**config.mk**
```make
export PLATFORM = sky130hd
export DESIGN_NAME = char_scroll_display_flat
export DESIGN_NICKNAME = d
export VERILOG_FILES = /design/src/rtl/char_scroll_if.sv /design/src/rtl/char_scroll_display.sv /design/src/flat_wrapper.sv
export SDC_FILE = /design/constraint.sdc
export NUM_CORES = 1
export LEC_CHECK = 0
export BUFFER_PORTS_ARGS = -buffer_cell sky130_fd_sc_hd__buf_2
export CORE_ASPECT_RATIO = 1.75
export CORE_MARGIN = 2
export CORE_UTILIZATION = 49
export DETAILED_ROUTE_END_ITERATION = 8
export PLACE_DENSITY = 0.79
export SYNTH_ARGS = -nofsm -noshare
export SYNTH_HDL_FRONTEND = slang
export SYNTH_SLANG_ARGS = --single-unit
```
**constraint.sdc**
```tcl
create_clock -name clk -period 2.4 [get_ports clk]
set_input_delay 0.36 -clock clk [delete_from_list [all_inputs] [get_ports clk]]
set_output_delay 0.36 -clock clk [all_outputs]
set_load 0.01 [all_outputs]
```
**src/rtl/char_scroll_if.sv**
```systemverilog
// Bus bundle for char_scroll_display: control inputs from switches/keys and
// the display outputs toward the HEXn pins.
interface char_scroll_if #(
  parameter int NUM_DISP = 5,
  parameter int MSG_LEN  = 8,
  parameter int DIV_W    = 26
);
  localparam int OFF_W = $clog2(MSG_LEN);

  // No valid/ready pairing here: load and step are single-cycle strobes sampled
  // on every rising edge; run/dir/period are levels; adv_out is a one-cycle
  // pulse coincident with each offset change.
  logic                    load;
  logic [3*MSG_LEN-1:0]    msg_in;
  logic                    run;
  logic                    dir;
  logic                    step;
  logic [DIV_W-1:0]        period;
  logic [7*NUM_DISP-1:0]   hex_out;
  logic [OFF_W-1:0]        offset_out;
  logic                    adv_out;

  modport master (
    output load, msg_in, run, dir, step, period,
    input  hex_out, offset_out, adv_out
  );

  modport slave (
    input  load, msg_in, run, dir, step, period,
    output hex_out, offset_out, adv_out
  );
endinterface

```
**src/rtl/char_scroll_display.sv**
```systemverilog
// Scrolling message display: MSG_LEN 3-bit character codes shown through a
// NUM_DISP-wide window on active-low 7-segment digits, auto or single-step.
module char_scroll_display #(
  parameter int NUM_DISP = 5,
  parameter int MSG_LEN  = 8,
  parameter int DIV_W    = 26
) (
  input  logic         clk,
  input  logic         rst,
  char_scroll_if.slave bus
);
  localparam int OFF_W = $clog2(MSG_LEN);

  logic [MSG_LEN-1:0][2:0]  msg_q, msg_d;
  logic [OFF_W-1:0]         offset_q, offset_d;
  logic [DIV_W-1:0]         cnt_q, cnt_d;
  logic                     adv_q, adv_d;
  logic [7*NUM_DISP-1:0]    hex_q, hex_d;
  logic                     adv;

  function automatic logic [6:0] char_seg(input logic [2:0] code);
    case (code)
      3'd0:    char_seg = 7'b0001001; // H
      3'd1:    char_seg = 7'b0000110; // E
      3'd2:    char_seg = 7'b1000111; // L
      3'd3:    char_seg = 7'b1000000; // O
      default: char_seg = 7'b1111111;
    endcase
  endfunction

  always_comb begin
    adv      = bus.run ? (cnt_q == bus.period) : bus.step;
    msg_d    = msg_q;
    offset_d = offset_q;
    cnt_d    = '0;
    adv_d    = 1'b0;

    if (bus.load) begin
      msg_d    = bus.msg_in;
      offset_d = '0;
    end else begin
      adv_d = adv;
      if (bus.run && (cnt_q != bus.period)) begin
        cnt_d = cnt_q + DIV_W'(1);
      end
      if (adv) begin
        if (!bus.dir) begin
          offset_d = (offset_q == OFF_W'(MSG_LEN - 1)) ? '0 : offset_q + OFF_W'(1);
        end else begin
          offset_d = (offset_q == '0) ? OFF_W'(MSG_LEN - 1) : offset_q - OFF_W'(1);
        end
      end
    end
  end

  // Display decode uses the registered state, so hex_out trails msg/offset by one clock.
  always_comb begin
    hex_d = '1;
    for (int d = 0; d < NUM_DISP; d++) begin
      int idx_i;
      idx_i = (int'(offset_q) + NUM_DISP - 1 - d) % MSG_LEN;
      hex_d[7*d +: 7] = char_seg(msg_q[idx_i[OFF_W-1:0]]);
    end
  end

  always_ff @(posedge clk or posedge rst) begin
    if (rst) begin
      msg_q    <= '1;
      offset_q <= '0;
      cnt_q    <= '0;
      adv_q    <= 1'b0;
      hex_q    <= '1;
    end else begin
      msg_q    <= msg_d;
      offset_q <= offset_d;
      cnt_q    <= cnt_d;
      adv_q    <= adv_d;
      hex_q    <= hex_d;
    end
  end

  assign bus.hex_out    = hex_q;
  assign bus.offset_out = offset_q;
  assign bus.adv_out    = adv_q;
endmodule

```
**src/flat_wrapper.sv**
```systemverilog
// flat-port wrapper written by rule: the top's interface ports become plain ports
module char_scroll_display_flat 
#(
  parameter int NUM_DISP = 5,
  parameter int MSG_LEN  = 8,
  parameter int DIV_W    = 26
)
  (clk, rst, bus_load, bus_msg_in, bus_run, bus_dir, bus_step, bus_period, bus_hex_out, bus_offset_out, bus_adv_out);
  char_scroll_if #(.NUM_DISP(NUM_DISP), .MSG_LEN(MSG_LEN), .DIV_W(DIV_W)) bus_i ();
  input  logic clk;
  input  logic rst;
  input wire logic [$bits(bus_i.load)-1:0] bus_load;
  input wire logic [$bits(bus_i.msg_in)-1:0] bus_msg_in;
  input wire logic [$bits(bus_i.run)-1:0] bus_run;
  input wire logic [$bits(bus_i.dir)-1:0] bus_dir;
  input wire logic [$bits(bus_i.step)-1:0] bus_step;
  input wire logic [$bits(bus_i.period)-1:0] bus_period;
  output wire logic [$bits(bus_i.hex_out)-1:0] bus_hex_out;
  output wire logic [$bits(bus_i.offset_out)-1:0] bus_offset_out;
  output wire logic [$bits(bus_i.adv_out)-1:0] bus_adv_out;
  assign bus_i.load = bus_load;
  assign bus_i.msg_in = bus_msg_in;
  assign bus_i.run = bus_run;
  assign bus_i.dir = bus_dir;
  assign bus_i.step = bus_step;
  assign bus_i.period = bus_period;
  assign bus_hex_out = bus_i.hex_out;
  assign bus_offset_out = bus_i.offset_out;
  assign bus_adv_out = bus_i.adv_out;
  char_scroll_display #(.NUM_DISP(NUM_DISP), .MSG_LEN(MSG_LEN), .DIV_W(DIV_W)) u_core (.clk(clk), .rst(rst), .bus(bus_i));
endmodule
```
==> results of run 1 <==
[state kept, by name (all words and copies together) (netlist names)]
register,count
u_core.cnt_q,26
u_core.bus.hex_out,25
u_core.msg_q,24
u_core.bus.offset_out,3
u_core.bus.adv_out,1
[Yosys cell counts, drive strengths merged]
| cell type | number | area (um2) |
|---|---|---|
| a211o | 1 | 8.76 |
| a21oi | 3 | 15.0 |
| a31oi | 1 | 6.26 |
| and2 | 1 | 6.26 |
| and3 | 3 | 18.8 |
| and4 | 2 | 17.5 |
| buf | 21 | 139 |
| clkbuf | 3 | 12.5 |
| dfrtp | 30 | 751 |
| dfstp | 49 | 1290 |
| ha | 5 | 62.6 |
| inv | 13 | 48.8 |
| mux2 | 26 | 293 |
| mux2i | 32 | 320 |
| mux4 | 12 | 270 |
| nand2 | 30 | 113 |
| nand2b | 6 | 37.5 |
| nand3 | 9 | 50.1 |
| nand4 | 10 | 62.6 |
| nor2 | 36 | 135 |
| nor2b | 3 | 18.8 |
| nor3 | 6 | 41.3 |
| nor4 | 5 | 31.3 |
| o22ai | 1 | 6.26 |
| o41ai | 1 | 8.76 |
| or3 | 1 | 6.26 |
| or3b | 1 | 8.76 |
| or4 | 1 | 11.3 |
| xnor2 | 46 | 403 |
| xor2 | 9 | 78.8 |
[where the power goes]
group	total, mW	internal (mW)	switching, mW
clock network	1.35	0.860	0.493
registers	1.69	1.61	0.0743
logic	0.859	0.408	0.451
total	3.90	2.88	1.02
[stage by stage]
step	total power [mW]	instances	worst slack [ns]
5_1_grt	4.09	576	0.0905
6_report	3.90	576	0.240
3_3_place_gp	2.55	560	0.330
3_5_place_dp	2.57	560	0.287
4_1_cts	3.93	576	0.244
2_1_floorplan	2.33	367	0.0633
[cell families (layout without fill, tap and decap cells)]
family,after synthesis,count (layout)
buf+inv,37,129
compound gates,7,7
fa+ha+maj,5,5
mux,70,70
flops,79,79
xor+xnor,55,55
simple gates,114,114
[area by class of cell]
| class | count | share of cell area, % |
|---|---|---|
| repair buffers | 100 | 10.6 |
| flip-flops and latches | 79 | 39.9 |
| clock inverters | 3 | 0.807 |
| multi-input cells | 251 | 39.9 |
| well taps | 117 | 2.86 |
| inverters | 13 | 0.954 |
| clock buffers | 13 | 5.09 |
[layer usage]
metal  vias up  part of all wire (%)  global-route usage [%]  routed length, um
met5         -                     0                       0                  0
met4         0                   5.1                    13.0                433
met3        31                   5.5                    4.26                467
met2       121                    56                    35.8               4730
met1      1416                    33                    18.0               2830
li1       1421                     -                       -                  -
[critical path: cells and delay by family (launching register included)]
family	cells	cell delay [ns]
muxes	1	0.59
adders and majority gates	1	0.24
buffers and inverters	1	0.22
xor gates and xnor gates	2	0.49
DFF	1	0.48
and+or+nand+nor	1	0.08
[final timing paths]
kind	to
setup / recovery	u_core.bus.hex_out[9]$_DFF_PP1_
hold / removal	u_core.cnt_q[5]$_DFF_PP0_
setup reg to reg	u_core.bus.hex_out[9]$_DFF_PP1_
hold reg to reg	u_core.cnt_q[0]$_DFF_PP0_
max in group asynchronous	u_core.bus.hex_out[13]$_DFF_PP1_
min in group clk	u_core.msg_q[15]$_DFFE_PP1P_
==> run metrics, run 1 <==
total die area around 9500 um2; setup violators final 0; Max stage delay on crit path just under 0.6 ns; post-synthesis to final-layout area growth 19.8%; DIE WIDTH roughly 75 um; Synth Net Count about 430; Yosys reg bits 79; ANT nets after route 0; origin of the worst setup path u_core.bus.offset_out[1]$_DFFE_PP0P_; total grt overflow 0; CP max-delay cell mux4_2; fin nets 515; DRT Pass-1 Iters 4; DP Area about 4800 um2; first-pass GRT wire length 13600 um; Syn Area/Cell 11.6 um2; max cap viols 0; crit-path max FO 9; largest net degree at the start of global routing 54; simple-gate share of the synthesized area 13.1%; TNS Setup 0 ns; hold crit path type in -> async; Synth Instances 367; WL per Instance 14.7 um; Iter 0 DRT Violations 122; Hold WS 0.0842 ns; fin util 59.8%; CTS HTree Levels 3; hold bufs inserted after CTS 0; Sink Count 79; Reg clk slew, reported paths around 0.06 ns; Worst Path Class, Setup reg -> reg; sequential-to-total area share from yosys stat a little under half; Final Hold Viols 0; core footprint 8560 um2; FF-to-FF Start u_core.bus.offset_out[1]$_DFFE_PP0P_; Die Height approximately 130 um; slew margin rel. 56.4%; critical path data required time 2.66 ns; Fill cells 755; Worst Tran Pin Value 0.654 ns; outcome finished clean; synth warn 0; vias in the first global route 2950; crit-path cells inv_2, ha_1, xor2_2, mux4_2, xnor2_1, nand2_1; Starting Density 49.9%; commonest cells after routing, fill and taps aside buf_2, dfstp_2, xnor2_1, nor2_1, mux2i_1; skew final roughly 0.0058 ns; total length of routed wires 8460 um; total number of vias 2989; dpl hpwl 6710 um; Worst R2R Setup Slack 0.24 ns; # Post-CTS Setup Buffers 0; mux contribution to synthesized area between 20% and 30%; Worst Path Arrival 2.42 ns; Synth cell types 37; Post-CTS Resized 0; leakage power 2.14 nW; I/O Pins 95; Pwr Density 762 nW/um2; Port Buffers 94; Inserted Clock Buffers 9; Reg area around 2000 um2; min Tclk post-route between 2 and 2.5 ns; clock buffer depth 2; most common cell after layout, fill and taps aside buf_2; Adder-Cell Fraction of Synth Area under 10%; largest family of logic cells by synthesized area multiplexers; Final Max Tran Viols 0; post-synthesis compound-gate area fraction 1.06%; Critical Path Sink Type register; FP Rows 45; RSZ-0062 raised after global routing no; xor/xnor share of the synthesized area 11.3%; CTS tree built; reg2reg path depth 6; initial antenna violation count 0; Final period util 90.0%; CTS Root Cell clkbuf_16; gpl congestion 0.953; post-route cell area 5110 um2; gr usage total 19.4%; crit start category register; Worst-Skew Late Latency between 0.3 and 0.4 ns; Fmax achieved 463 MHz; layout cell share with drive strength beyond 1 between 40% and 50%; DRC errors left 0; Syn Std Cell Area around 4300 um2; area of the multi-input gates ~2000 um2; peak supply drop around 380 uV; ant diodes 0; DR vias/cell 5.19
(Power assumes the default switching activity.)
==> inputs of run 2 (changes only) <==
--- a/config.mk
+++ b/config.mk
@@ -8,9 +8,9 @@
 export BUFFER_PORTS_ARGS = -buffer_cell sky130_fd_sc_hd__buf_2
 export CORE_ASPECT_RATIO = 1.75
 export CORE_MARGIN = 2
-export CORE_UTILIZATION = 49
+export CORE_UTILIZATION = 50
 export DETAILED_ROUTE_END_ITERATION = 8
-export PLACE_DENSITY = 0.79
+export PLACE_DENSITY = 0.78
 export SYNTH_ARGS = -nofsm -noshare
 export SYNTH_HDL_FRONTEND = slang
 export SYNTH_SLANG_ARGS = --single-unit
==> constraint.sdc (replaced) <==
create_clock -name clk -period 2.1 [get_ports clk]
set_input_delay 0.315 -clock clk [delete_from_list [all_inputs] [get_ports clk]]
set_output_delay 0.315 -clock clk [all_outputs]
set_load 0.01 [all_outputs]
==> run 2 against run 1 <==
  * Combinational power is 15% higher
  * Via count is 1.2% higher
  * Clock power hardly changed
  * Wire length is 4.3% higher
  * Global-route usage is 1.3 points higher
  * Count of clock-buffer cells in the layout is 2 higher
  * Critical endpoint is now u_core.bus.offset_out[1]$_DFFE_PP0P_
==> run metrics, run 2 (synthesis results as in run 1) <==
vias in the first global route 3010; hold crit path type in -> async; crit-path max FO 4; WL per Instance between 15 and 20 um; FP Rows 44; largest net degree at the start of global routing 80; Reg clk slew, reported paths 0.06 ns; dpl hpwl 6880 um; RSZ-0062 raised after global routing no; reg2reg path depth 5; Die Height 126 um; setup violators final 0; peak supply drop 468 uV; max reg flops 26; gr usage total 20.8%; Final Max Tran Viols 0; post-synthesis to final-layout area growth 19.3%; total number of vias 3024; core footprint 8310 um2; Port Buffers 94; clock buffer depth 2; total die area 9320 um2; Critical Path Sink Type register; most common cell after layout, fill and taps aside buf_2; hold bufs inserted after CTS 0; gpl congestion between 0.9 and 1; DRT Pass-1 Iters 4; Iter 0 DRT Violations 113; Worst-Skew Late Latency 0.34 ns; leakage power between 2 and 2.5 nW; Final Hold Viols 0; DRC errors left 0; total grt overflow 0; TNS Setup 0 ns; initial antenna violation count 0; Pwr Density 844 nW/um2; Fmax achieved 505 MHz; Final period util 94.3%; Worst Path Arrival 2.20 ns; outcome finished clean; Starting Density 51.4%; CTS Root Cell clkbuf_16; Worst Path Class, Setup reg -> reg; max cap viols 0; CTS tree built; Biggest register u_core.cnt_q; Worst Tran Pin Value 0.683 ns; Post-CTS Resized 0; commonest cells after routing, fill and taps aside buf_2, dfstp_2, xnor2_1, nor2_1, mux2i_1; min Tclk post-route around 2 ns; layout cell share with drive strength beyond 1 44.7%; crit start category register; Inserted Clock Buffers 9; first-pass GRT wire length between 10000 and 15000 um; fin nets 519; I/O Pins 95; DR vias/cell 5.23; # Post-CTS Setup Buffers 0; critical path data required time 2.32 ns; slew margin rel. 54.5%; ANT nets after route 0; Sink Count between 70 and 80; total length of routed wires 8820 um; CTS HTree Levels 3; Worst R2R Setup Slack 0.12 ns; ant diodes 0; skew final between 0.006 and 0.007 ns; DIE WIDTH 73.9 um; fin util 61.3%
[run 2: cell types whose count changed in the layout (fill, tap and decap cells not counted)]
| cell | change |
|---|---|
| clkinvlp_4 | +1 |
| inv_2 | -1 |
| clkbuf_8 | -1 |
| clkinv_1 | +1 |
| buf_4 | +5 |
| bufinv_16 | -1 |
| buf_12 | -1 |
| clkinv_2 | -1 |
| clkbuf_1 | +3 |
| inv_4 | -1 |
[run 2: worst max-delay path, cell delays in order (launching register included)]
cell and delay, ns:
dfrtp_1 0.43, xnor2_1 0.33, nand4_1 0.13, nor4_1 0.39, a31oi_1 0.26, mux2_2 0.32
[run 2: layout make-up]
class,count,area [um2]
clock buffers,15,258
flip-flops and latches,79,2040
clock inverters,1,3.75
multi-input cells,251,2040
fillers,672,3220
repair buffers,104,558
well taps,115,144
inverters,13,52.6
[run 2: final timing paths]
kind | startpoint | endpoint
worst max-delay path | u_core.cnt_q[7]$_DFF_PP0_ | u_core.bus.offset_out[1]$_DFFE_PP0P_
worst min-delay path | rst | u_core.cnt_q[12]$_DFF_PP0_
worst max register to register | u_core.cnt_q[7]$_DFF_PP0_ | u_core.bus.offset_out[1]$_DFFE_PP0P_
worst min register to register | u_core.cnt_q[0]$_DFF_PP0_ | u_core.cnt_q[0]$_DFF_PP0_
max in group asynchronous | rst | u_core.msg_q[9]$_DFFE_PP1P_
min in group clk | bus_msg_in[4] | u_core.msg_q[4]$_DFFE_PP1P_
[run 2: routing by layer]
layer | GRT usage (%) | share of wire [%]
met1 | 20.8 | 35
met2 | 35.5 | 54
met3 | 6.16 | 4.5
met4 | 14.0 | 5.8
met5 | 0 | 0
[run 2: through the flow]
| stage | area (um2) | worst slack (ns) | std cells | hold slack [ns] | power [mW] |
|---|---|---|---|---|---|
| 6_report | 5090 | 0.119 | 578 | 0.100 | 4.30 |
| 5_1_grt | 5090 | 0.00627 | 578 | 0.136 | 4.54 |
| 4_1_cts | 5090 | 0.123 | 578 | 0.0868 | 4.36 |
| 3_5_place_dp | 4830 | 0.117 | 562 | 0.456 | 2.96 |
| 3_3_place_gp | 4830 | 0.230 | 562 | 0.445 | 2.93 |
| 2_1_floorplan | 4290 | -0.0295 | 367 | 0.467 | 2.67 |
[run 2: power breakdown]
part	switching [mW]	leakage, nW	internal, mW
sequential	0.0889	0.932	1.84
combinational	0.517	1.07	0.471
clock	0.546	0.126	0.830
==> inputs of run 3 (changes only) <==
--- a/config.mk
+++ b/config.mk
@@ -11,6 +11,8 @@
 export CORE_UTILIZATION = 50
 export DETAILED_ROUTE_END_ITERATION = 8
 export PLACE_DENSITY = 0.78
+export RECOVER_POWER = 100
 export SYNTH_ARGS = -nofsm -noshare
 export SYNTH_HDL_FRONTEND = slang
 export SYNTH_SLANG_ARGS = --single-unit
+export TNS_END_PERCENT = 10
==> run 3 against run 2 <==
  * The flow now finishes with violations (max-capacitance violations, max-slew violations)
  * Worst hold slack improved by 0.11 ns
  * Clock skew is 0.00093 ns lower
  * Clock power about the same
  * Count of clock-buffer cells in the layout did not move
  * Total power down 1.3%
  * Maximum frequency is 0.85% lower
  * Worst setup slack worse by 0.017 ns
  * First-iteration DRC count grew 3.5%
  * Largest cell class unchanged
  * Largest power group unchanged
==> run metrics, run 3 (synthesis results as in run 1) <==
total die area 9320 um2; first-pass GRT wire length 14200 um; most common cell after layout, fill and taps aside buf_2; initial antenna violation count 0; # Post-CTS Setup Buffers 0; RSZ-0062 raised after global routing no; max reg flops 26; max cap viols 1; reg2reg end u_core.cnt_q[25]$_DFF_PP0_; Worst R2R Setup Slack ~0.10 ns; failing checks max-capacitance violations, max-slew violations; Final Max Tran Viols 33; clock buffer depth 2; leakage power 2.01 nW; DIE WIDTH 73.9 um; Worst Tran Pin Value 1.64 ns; Inserted Clock Buffers 9; Reg clk slew, reported paths about 0.05 ns; total length of routed wires 8860 um; Hold WS 0.210 ns; Final Hold Viols 0; Iter 0 DRT Violations 117; Hold Path Depth 2; hold crit path type in -> reg; DP Area around 4800 um2; grt met3 use under 10%; Worst Path Arrival 2.26 ns; hold_sp bus_msg_in[4]; skew final 0.00544 ns; setup violators final 0; slew margin rel. -9.63%; ant diodes 0; hold bufs inserted after CTS 0; fin nets 519; DRC errors left 0; outcome finished, violations left; DR vias/cell 5.24; ANT nets after route 0; dpl cells 562; gr usage total 20.8%; CTS Root Cell clkbuf_16; core footprint ~8300 um2; WL per Instance ~15 um; post-route cell area approximately 5000 um2; crit-path max FO 8; Worst-Skew Late Latency 0.34 ns; Fmax achieved approximately 500 MHz; min Tclk post-route roughly 2 ns; Pwr Density between 800 and 900 nW/um2; post-synthesis to final-layout area growth 17.5%; crit start category register; CTS HTree Levels 3; commonest cells after routing, fill and taps aside buf_2, dfstp_2, xnor2_1, clkbuf_1, nor2_1; dpl hpwl 6880 um; peak supply drop 468 uV; Starting Density 51.4%; vias in the first global route 3010; gpl congestion 0.957; GR Util met2 35.5%; Worst Path Class, Setup reg -> reg; WHS Endpoint u_core.msg_q[4]$_DFFE_PP1P_; non-filler cells, final 578; Port Buffers 94; FF-to-FF Start u_core.cnt_q[5]$_DFF_PP0_; total number of vias 3026; Sink Count 79; met1 Track Usage GR 20.8%; Biggest register u_core.cnt_q; FP Rows 44; largest net degree at the start of global routing 80; DRT Pass-1 Iters 4; layout cell share with drive strength beyond 1 approximately 36%; total grt overflow 0; Top Usage Layer GRT met2; Post-CTS Resized 0; Final period util between 90% and 100%; reg2reg path depth 5; CTS tree built; Critical Path Sink Type register; Die Height 126 um; critical path data required time 2.36 ns; I/O Pins 95
## run 3: cell types whose count changed in the layout (fill, tap and decap cells not counted), sizes merged
cell	before	now
buf	104	61
clkbuf	15	58
## run 3: worst max-delay path, stage by stage (launching register included)
cell	delay (ns)
dfrtp_1	0.47
nand3_2	0.14
or4_4	0.60
nor3_2	0.19
or3b_1	0.38
a21oi_1	0.14
## run 3: power by group
part	switching [mW]	leakage, nW	internal (mW)
registers	0.0972	0.932	1.84
clock network	0.539	0.126	0.830
logic	0.518	0.957	0.412
## run 3: cell type report
cell class | instances | area [um2]
repair buffers | 104 | 489
multi-input cells | 251 | 2030
flip-flops and latches | 79 | 2040
inverters | 13 | 52.6
clock inverters | 1 | 3.75
clock buffers | 15 | 258
well taps | 115 | 144
fillers | 704 | 3300
## run 3: metal layers
layer  up-vias  wire length, um  share of wire, %
met5         -                0                 0
met4         0              516               5.8
met3        29              419               4.7
met2       110             4850                55
met1      1460             3070                35
li1       1427                -                 -
## run 3: worst max path at each step
stage	startpoint	endpoint	slack [ns]	cells past startpoint
finish	u_core.cnt_q[5]$_DFF_PP0_	u_core.cnt_q[25]$_DFF_PP0_	0.10	5
floorplan	u_core.bus.offset_out[0]$_DFFE_PP0P_	u_core.bus.hex_out[9]$_DFF_PP1_	-0.03	8
CTS	u_core.bus.offset_out[0]$_DFFE_PP0P_	u_core.bus.hex_out[9]$_DFF_PP1_	0.12	6
global placement	u_core.cnt_q[2]$_DFF_PP0_	u_core.cnt_q[25]$_DFF_PP0_	0.23	5
global route	u_core.bus.offset_out[0]$_DFFE_PP0P_	u_core.bus.hex_out[9]$_DFF_PP1_	0.006	6
detailed placement	u_core.cnt_q[5]$_DFF_PP0_	u_core.cnt_q[25]$_DFF_PP0_	0.12	5
## run 3: per-stage QoR
| stage | power (mW) | setup slack, ns | TNS [ns] | util (%) |
|---|---|---|---|---|
| after floorplan | 2.67 | -0.0295 | -0.0295 | - |
| after global placement | 2.93 | 0.230 | 0 | 58.1 |
| after detailed placement | 2.96 | 0.117 | 0 | 58.1 |
| after CTS | 4.36 | 0.123 | 0 | 61.3 |
| after global routing | 4.48 | 0.00627 | 0 | 60.4 |
| final | 4.24 | 0.102 | 0 | 60.4 |
